### src/rtl/framebuffer_scanout.sv
// Raster scan-out of a 1bpp framebuffer into a VGA-style hsync/vsync/de/pixel stream.
// Define SCANOUT_BORDER_EN to OR a one-pixel border into the visible area.
module framebuffer_scanout #(
    parameter int H_ACTIVE   = 640,
    parameter int H_FP       = 16,
    parameter int H_SYNC     = 96,
    parameter int H_BP       = 48,
    parameter int V_ACTIVE   = 480,
    parameter int V_FP       = 10,
    parameter int V_SYNC     = 2,
    parameter int V_BP       = 33,
    parameter int ADDR_WIDTH = 19
) (
    input  logic                  clk,
    input  logic                  reset,
    input  logic                  enable,
    output logic [ADDR_WIDTH-1:0] fb_rd_addr,
    input  logic                  fb_rd_data,
    output logic                  hsync,
    output logic                  vsync,
    output logic                  de,
    output logic                  pixel_out,
    output logic                  frame_start,
    output logic                  busy
);
    localparam int H_TOTAL = H_ACTIVE + H_FP + H_SYNC + H_BP;
    localparam int V_TOTAL = V_ACTIVE + V_FP + V_SYNC + V_BP;
    localparam int HW = $clog2(H_TOTAL);
    localparam int VW = $clog2(V_TOTAL);

    localparam logic [HW-1:0] H_LAST = HW'(H_TOTAL - 1);
    localparam logic [VW-1:0] V_LAST = VW'(V_TOTAL - 1);
    localparam logic [HW-1:0] H_AL   = HW'(H_ACTIVE - 1);
    localparam logic [VW-1:0] V_AL   = VW'(V_ACTIVE - 1);

    localparam logic [31:0] HA       = 32'(H_ACTIVE);
    localparam logic [31:0] VA       = 32'(V_ACTIVE);
    localparam logic [31:0] HS_START = 32'(H_ACTIVE + H_FP);
    localparam logic [31:0] HS_END   = 32'(H_ACTIVE + H_FP + H_SYNC);
    localparam logic [31:0] VS_START = 32'(V_ACTIVE + V_FP);
    localparam logic [31:0] VS_END   = 32'(V_ACTIVE + V_FP + V_SYNC);

    typedef enum logic [1:0] {IDLE, RUN, DRAIN} state_e;

    state_e                state_q, state_d;
    logic [HW-1:0]         h_q, h_d;
    logic [VW-1:0]         v_q, v_d;
    logic [ADDR_WIDTH-1:0] addr_q, addr_d;

    logic hsync_q, vsync_q, de_q, fs_q;

    logic h_last, v_last, frame_last, active, last_pix, run;

    assign h_last     = (h_q == H_LAST);
    assign v_last     = (v_q == V_LAST);
    assign frame_last = h_last && v_last;
    assign active     = (32'(h_q) < HA) && (32'(v_q) < VA);
    assign last_pix   = (h_q == H_AL) && (v_q == V_AL);
    assign run        = (state_q != IDLE);

    always_comb begin
        state_d = state_q;
        h_d     = '0;
        v_d     = '0;
        addr_d  = '0;
        unique case (state_q)
            IDLE:  if (enable) state_d = RUN;
            RUN:   if (!enable) state_d = frame_last ? IDLE : DRAIN;
            DRAIN: begin
                if (enable) state_d = RUN;
                else if (frame_last) state_d = IDLE;
            end
            default: state_d = IDLE;
        endcase
        if (run) begin
            h_d    = h_last ? '0 : h_q + HW'(1);
            v_d    = v_q;
            addr_d = addr_q;
            if (h_last) v_d = v_last ? '0 : v_q + VW'(1);
            // Address parks on the last pixel through blanking, restarts at wrap.
            if (frame_last) addr_d = '0;
            else if (active && !last_pix) addr_d = addr_q + ADDR_WIDTH'(1);
        end
    end

    always_ff @(posedge clk) begin
        if (reset) begin
            state_q <= IDLE;
            h_q     <= '0;
            v_q     <= '0;
            addr_q  <= '0;
        end else begin
            state_q <= state_d;
            h_q     <= h_d;
            v_q     <= v_d;
            addr_q  <= addr_d;
        end
    end

    // Output stage: one register of decode to match the framebuffer read latency.
    always_ff @(posedge clk) begin
        if (reset || !run) begin
            hsync_q <= 1'b1;
            vsync_q <= 1'b1;
            de_q    <= 1'b0;
            fs_q    <= 1'b0;
        end else begin
            hsync_q <= !((32'(h_q) >= HS_START) && (32'(h_q) < HS_END));
            vsync_q <= !((32'(v_q) >= VS_START) && (32'(v_q) < VS_END));
            de_q    <= active;
            fs_q    <= (h_q == '0) && (v_q == '0);
        end
    end

`ifdef SCANOUT_BORDER_EN
    logic border_q;

    always_ff @(posedge clk) begin
        if (reset || !run) begin
            border_q <= 1'b0;
        end else begin
            border_q <= active && (h_q == '0 || h_q == H_AL ||
                                   v_q == '0 || v_q == V_AL);
        end
    end

    assign pixel_out = de_q & (fb_rd_data | border_q);
`else
    assign pixel_out = de_q & fb_rd_data;
`endif

    assign fb_rd_addr  = addr_q;
    assign hsync       = hsync_q;
    assign vsync       = vsync_q;
    assign de          = de_q;
    assign frame_start = fs_q;
    assign busy        = run;

endmodule

### config.mk
export PLATFORM = sky130hd
export DESIGN_NAME = framebuffer_scanout
export DESIGN_NICKNAME = d
export VERILOG_FILES = /design/src/rtl/framebuffer_scanout.sv
export SDC_FILE = /design/constraint.sdc
export NUM_CORES = 1
export LEC_CHECK = 0
export CAP_MARGIN = 20
export CORE_ASPECT_RATIO = 0.9
export CORE_MARGIN = 5
export CORE_UTILIZATION = 35
export DETAILED_ROUTE_END_ITERATION = 7
export DONT_BUFFER_PORTS = 1
export GPL_TIMING_DRIVEN = 0
export SYNTH_ARGS = -nofsm -noshare
export SYNTH_HDL_FRONTEND = slang
export SYNTH_SLANG_ARGS = --single-unit
### constraint.sdc
create_clock -name clk -period 2.5 [get_ports clk]
set_input_delay 0.375 -clock clk [delete_from_list [all_inputs] [get_ports clk]]
set_output_delay 0.375 -clock clk [all_outputs]
set_load 0.02 [all_outputs]
After elaboration in Yosys (flattened, before gate mapping):

Cells that the tools add are included.

* register bits: 45
* bits in latches: 0
* bits in writable memories: 0
* memory bits (read-only): 0
* input bits: 4
* word-level logic and storage cells: 55
* memories kept: 0

* $add $sub $neg: 3
* multipliers: 0
* div/mod/pow operators: 0
* $lt $le $gt $ge: 6
* eq/ne operators: 9
* shift operators: 0
* mux-type cells: 7
* bitwise gates (word level): 2
* reductions and logical operators: 20

Operators by type and width (count)
* $eq A10 B10 Y1 const B: 3
* $add A10 B1 Y10 const B: 2
* $logic_not A10 Y1: 2
* $lt A10 B10 Y1 const B: 2
* $lt A10 B9 Y1 const B: 2
* $add A19 B1 Y19 const B: 1
* $eq A10 B9 Y1 const B: 1
* $ge A10 B10 Y1 const B: 1
* $ge A10 B9 Y1 const B: 1
* $mux W10: 1
* $mux W2: 5
* $logic_and A1 B1 Y1: 7
* $pmux W2 S3: 1
* $reduce_or A3 Y1: 2
* $logic_not A1 Y1: 4
* $ne A2 B2 Y1 const B: 2
* $ne A3 B3 Y1 const B: 1
* $reduce_and A3 Y1: 1
* $eq A2 B1 Y1 const B: 1
* $eq A2 B2 Y1 const B: 1
* $logic_not A2 Y1: 1
* $reduce_bool A2 Y1: 1
* $reduce_or A2 Y1: 1
* $and A1 B1 Y1: 1
* other kinds (2): 2

Depth between registers and ports, before layout:

* depth in word-level cells: 5
* gate-level depth with buffers: 8
* depth with buffers taken out: 7

Least setup slack after synthesis:

OpenSTA, ideal clock, no wires.

* kind: reg2reg
* start: register h_q[0]
* end: register addr_q[9], in the netlist fb_rd_addr[9]
* library setup time: 0.070 ns
* arrival time: 1.723 ns
* required time: 2.430 ns
* setup slack: 0.707 ns
* stages on the path, launching flop included: 8
* period minus slack after synthesis: 1.793 ns
* cell sequence: dfxtp_1 ha_1 and4_4 and2_4 a21o_2 buf_6 or4_1 a21oi_1

* word-level cells in the longest chain between the ends: 4
* elaborated cells between the ends (all ways): 9
* those cells by class: order compare (1); eq/ne (2); reduce/logical (6)

RTL lines
* start, declared: RTL line 46 `logic [HW-1:0] h_q, h_d;`
* start signal, assigned: RTL line 89 `h_q <= '0;`
* start signal, assigned: RTL line 94 `h_q <= h_d;`
* branches (longest 4 deep; another with $lt A10 B10 Y1)
* end signal, assigned: RTL line 96 `addr_q <= addr_d;`
* end, declared: RTL line 48 `logic [ADDR_WIDTH-1:0] addr_q, addr_d;`

Parallel ways; which one is timed is not known.
A chain may end at the register's enable or synchronous reset.

Worst setup path in the final report:

* start: register v_q[1]
* end: register addr_q[1], in the netlist fb_rd_addr[1]

* word-level cells in the longest chain between the ends: 4
* elaborated cells between the ends (all ways): 9
* those cells by class: order compare (1); eq/ne (2); reduce/logical (6)

RTL lines
* start, declared: RTL line 47 `logic [VW-1:0] v_q, v_d;`
* start signal, assigned: RTL line 95 `v_q <= v_d;`
* branches (longest 4 deep; another with $lt A10 B9 Y1)

Parallel ways; which one is timed is not known.

==> key figures <==
Layout
  • Layout area overhead: 8.55%
  • Fillers: 621
  • Commonest non-fill, non-tap cell in the layout: dfxtp_1
  • Fin nets: 266
  • Most frequent cells in the layout: 45 x dfxtp_1, 30 x nor2_1, 16 x nand3_1
  • Layout Cell Area excl Fill: 2370 um^2
  • N_diodes: 0
  • Layout cells sized above 1: 8.14%

CTS
  • Root Driver: clkbuf_8
  • H-tree depth: 2
  • TritonCTS clock tree: built
  • Post-CTS Resized: 0
  • Max Root-Sink Buffers: 2
  • Total CTS buffers: 5
  • Hold_buf cts: 0
  • Clock latency on the worst-skew pair: 0.30 ns
  • Setup bufs post-CTS: 0
  • CTS clk-pin slew, worst paths: 0.09 ns
  • # clock sinks: 45

Placed design
  • Placed cell area: 2270 um^2
  • DP HPWL: 3.34 mm
  • IO Port Bufs: 0
  • Global placement routability congestion: 0.782
  • Worst slack at placement: 0.370 ns

Synthesis
  • Post-synth top flop: dfxtp_1
  • Syn Std Cell Area: 2180 um^2
  • Synth Warn #: 0
  • Cell variety after synth: 43
  • Syn Inst Count: 250
  • Flop and latch count out of synthesis: 45
  • Share of synthesized flip-flops with an asynchronous set or reset: 0%
  • EDFF count, synth: 0
  • Seq/Total Area, Yosys: 41.3%
  • Syn_area_per_cell: 8.72 um^2
  • Synthesized Nets: 259

Global route
  • Gr ovfl total: 0
  • Vias in the first global route: 1,595
  • Largest net degree at the start of global routing: 15
  • Total GRT Usage: 12.2%
  • First-pass GRT wire length: 7.90 mm
  • Initial antenna violation count: 0

STA
  • Setup violations, final: 0
  • RSZ-0062 raised after global routing: false
  • Hold Vio Cnt, Final: 0
  • Period utilisation layout: 87.4%
  • Fmax: 458 MHz
  • Max Clock Skew: 0.0146 ns
  • Minimum clock period: 2.18 ns
  • Post-Route Setup TNS: 0 ns
  • Worst Max-Slew Pin Slew: 0.511 ns
  • Max-slew violation count: 0
  • Slack of the critical path: 0.315 ns
  • Relative slew slack: 65.0%

Die
  • Io pins: 29
  • Die ar.: 7910 um^2
  • Core area: 6080 um^2
  • Starting Density: 35.9%
  • Rows: 27
  • Die Wd: 93.2 um
  • Die H: 84.9 um

Setup path
  • Worst setup SP type: flip-flop
  • CP required: 2.71 ns
  • Critical path, cell by cell: ha_1 -> nand4_1 -> nor4_4 -> a21o_2 -> buf_6 -> buf_6 -> mux2i_1 -> nor2_1
  • Reg2Reg Setup Slack: 0.32 ns
  • Critical setup path kind: flip-flop to flip-flop
  • Worst Setup End Kind: flip-flop
  • Critical path's most frequent cell: buf_6
  • Crit path largest cell delay: 0.44 ns
  • Worst-path fanout max: 10
  • Crit path DAT: 2.39 ns
  • Worst path slowest cell: dfxtp_1

Detailed routing
  • DRC violations left: 0
  • DR iter-0 viols: 123
  • Final WL: 4.80 mm
  • Vias: 1,783
  • Detail-routed net length per standard cell: 14.5 um
  • Routed Antenna Nets: 0
  • Pre-Repair DR Iteration Count: 4
  • Via density: 5.40

Flow run
  • Maximum Capacitance Violations: 0

Power
  • NetSw: 0.289 mW
  • Comb power frac: 2.7%
  • Switching part of the total: 23.2%
  • Internal Pwr Total: 0.958 mW
  • Peak VDD IR: 0.000190 V
  • Reg power frac: 58.7%
  • Overall Power: 1.25 mW
  • Cell Pwr Density: 527 nW/um^2
  • Leak: 0.733 nW
  • Clock power share: 38.6%

Run status
  • Status: completed

Hold path
  • Hold Crit Class: input pin to flip-flop
Yosys cell counts, types with 2 or more instances:
library cell / number / share of area, %
dfxtp_1: 45 / 41
nor2_1: 30 / 5.2
nand3_1: 16 / 3.7
nand2_1: 15 / 2.6
a21oi_1: 14 / 3.2
xnor2_1: 13 / 5.2
inv_1: 10 / 1.7
nand4_1: 10 / 2.9
xor2_1: 9 / 3.6
or3_1: 7 / 2.0
or4_1: 7 / 2.4
nor3_1: 6 / 1.4
o31ai_1: 6 / 2.1
ha_1: 5 / 2.9
a211oi_1: 4 / 1.4
and4_1: 4 / 1.6
o21ai_1: 4 / 0.92
a2111oi_0: 3 / 1.2
and2_1: 3 / 0.86
and3_1: 3 / 0.86
buf_2: 3 / 0.69
clkbuf_1: 3 / 0.52
nand2b_1: 3 / 0.86
nor4_1: 3 / 0.86
buf_4: 2 / 0.69
buf_6: 2 / 1.0
mux2i_1: 2 / 0.92
nand4b_1: 2 / 0.80
o21ai_0: 2 / 0.46
worst max-delay path: cells and delay by family (launching register included):
kind            cells  cell delay (ns)
simple gates        3             0.64
flops               1             0.44
fa+ha+maj           1             0.25
mux                 1             0.18
compound gates      1             0.27
buf+inv             2             0.31
state kept, by name (all words and copies together), names as in the netlist:
name,cells
vsync,1
v_q,10
h_q,10
fb_rd_addr,19
de,1
frame_start,1
hsync,1
state_q,2
layer usage:
metal	vias to the layer above	wire length (um)	global-route usage [%]
li1	914	-	-
met1	839	2490	18.0
met2	24	2120	17.5
met3	6	141	2.75
met4	0	53	4.26
met5	-	0	0
metrics by stage:
stage	std cells	util, %	hold WS, ns
2_1_floorplan	250	-	0.424
4_1_cts	330	38.9	0.129
5_1_grt	330	38.9	0.123
3_5_place_dp	322	37.3	0.449
6_report	330	38.9	0.133
3_3_place_gp	322	37.3	0.438
power groups by stage:
stage | clock network, mW | registers, mW | logic, mW
2_1_floorplan | 0 | 0.747 | 0.0258
3_3_place_gp | 0 | 0.748 | 0.0341
3_5_place_dp | 0 | 0.748 | 0.0346
4_1_cts | 0.498 | 0.732 | 0.0347
5_1_grt | 0.522 | 0.733 | 0.0383
6_report | 0.482 | 0.731 | 0.0335
path summary, 6_finish.rpt:
path                    from            end  depth (start not counted)
setup / recovery      v_q[1]  fb_rd_addr[1]                          8
hold / removal         reset     state_q[0]                          1
setup reg to reg      v_q[1]  fb_rd_addr[1]                          8
hold reg to reg   state_q[0]     state_q[0]                          1
final cells by class:
| type | count | area [um^2] | area share, % |
|---|---|---|---|
| flip-flops and latches | 45 | 901 | 38.1 |
| well taps | 72 | 90.1 | 3.81 |
| multi-input cells | 185 | 1180 | 49.8 |
| plain buffers | 10 | 63.8 | 2.70 |
| inverters | 10 | 37.5 | 1.59 |
| clock inverters | 2 | 13.8 | 0.581 |
| clock buffers | 6 | 82.6 | 3.49 |
cells by family after synthesis:
family,synth area share (%)
simple gates,30.7
flops,41.3
compound gates,10.7
xor+xnor,8.84
buf+inv,4.65
fa+ha+maj,2.87
mux,0.918
No activity file was read; power rests on OpenSTA's default activity.
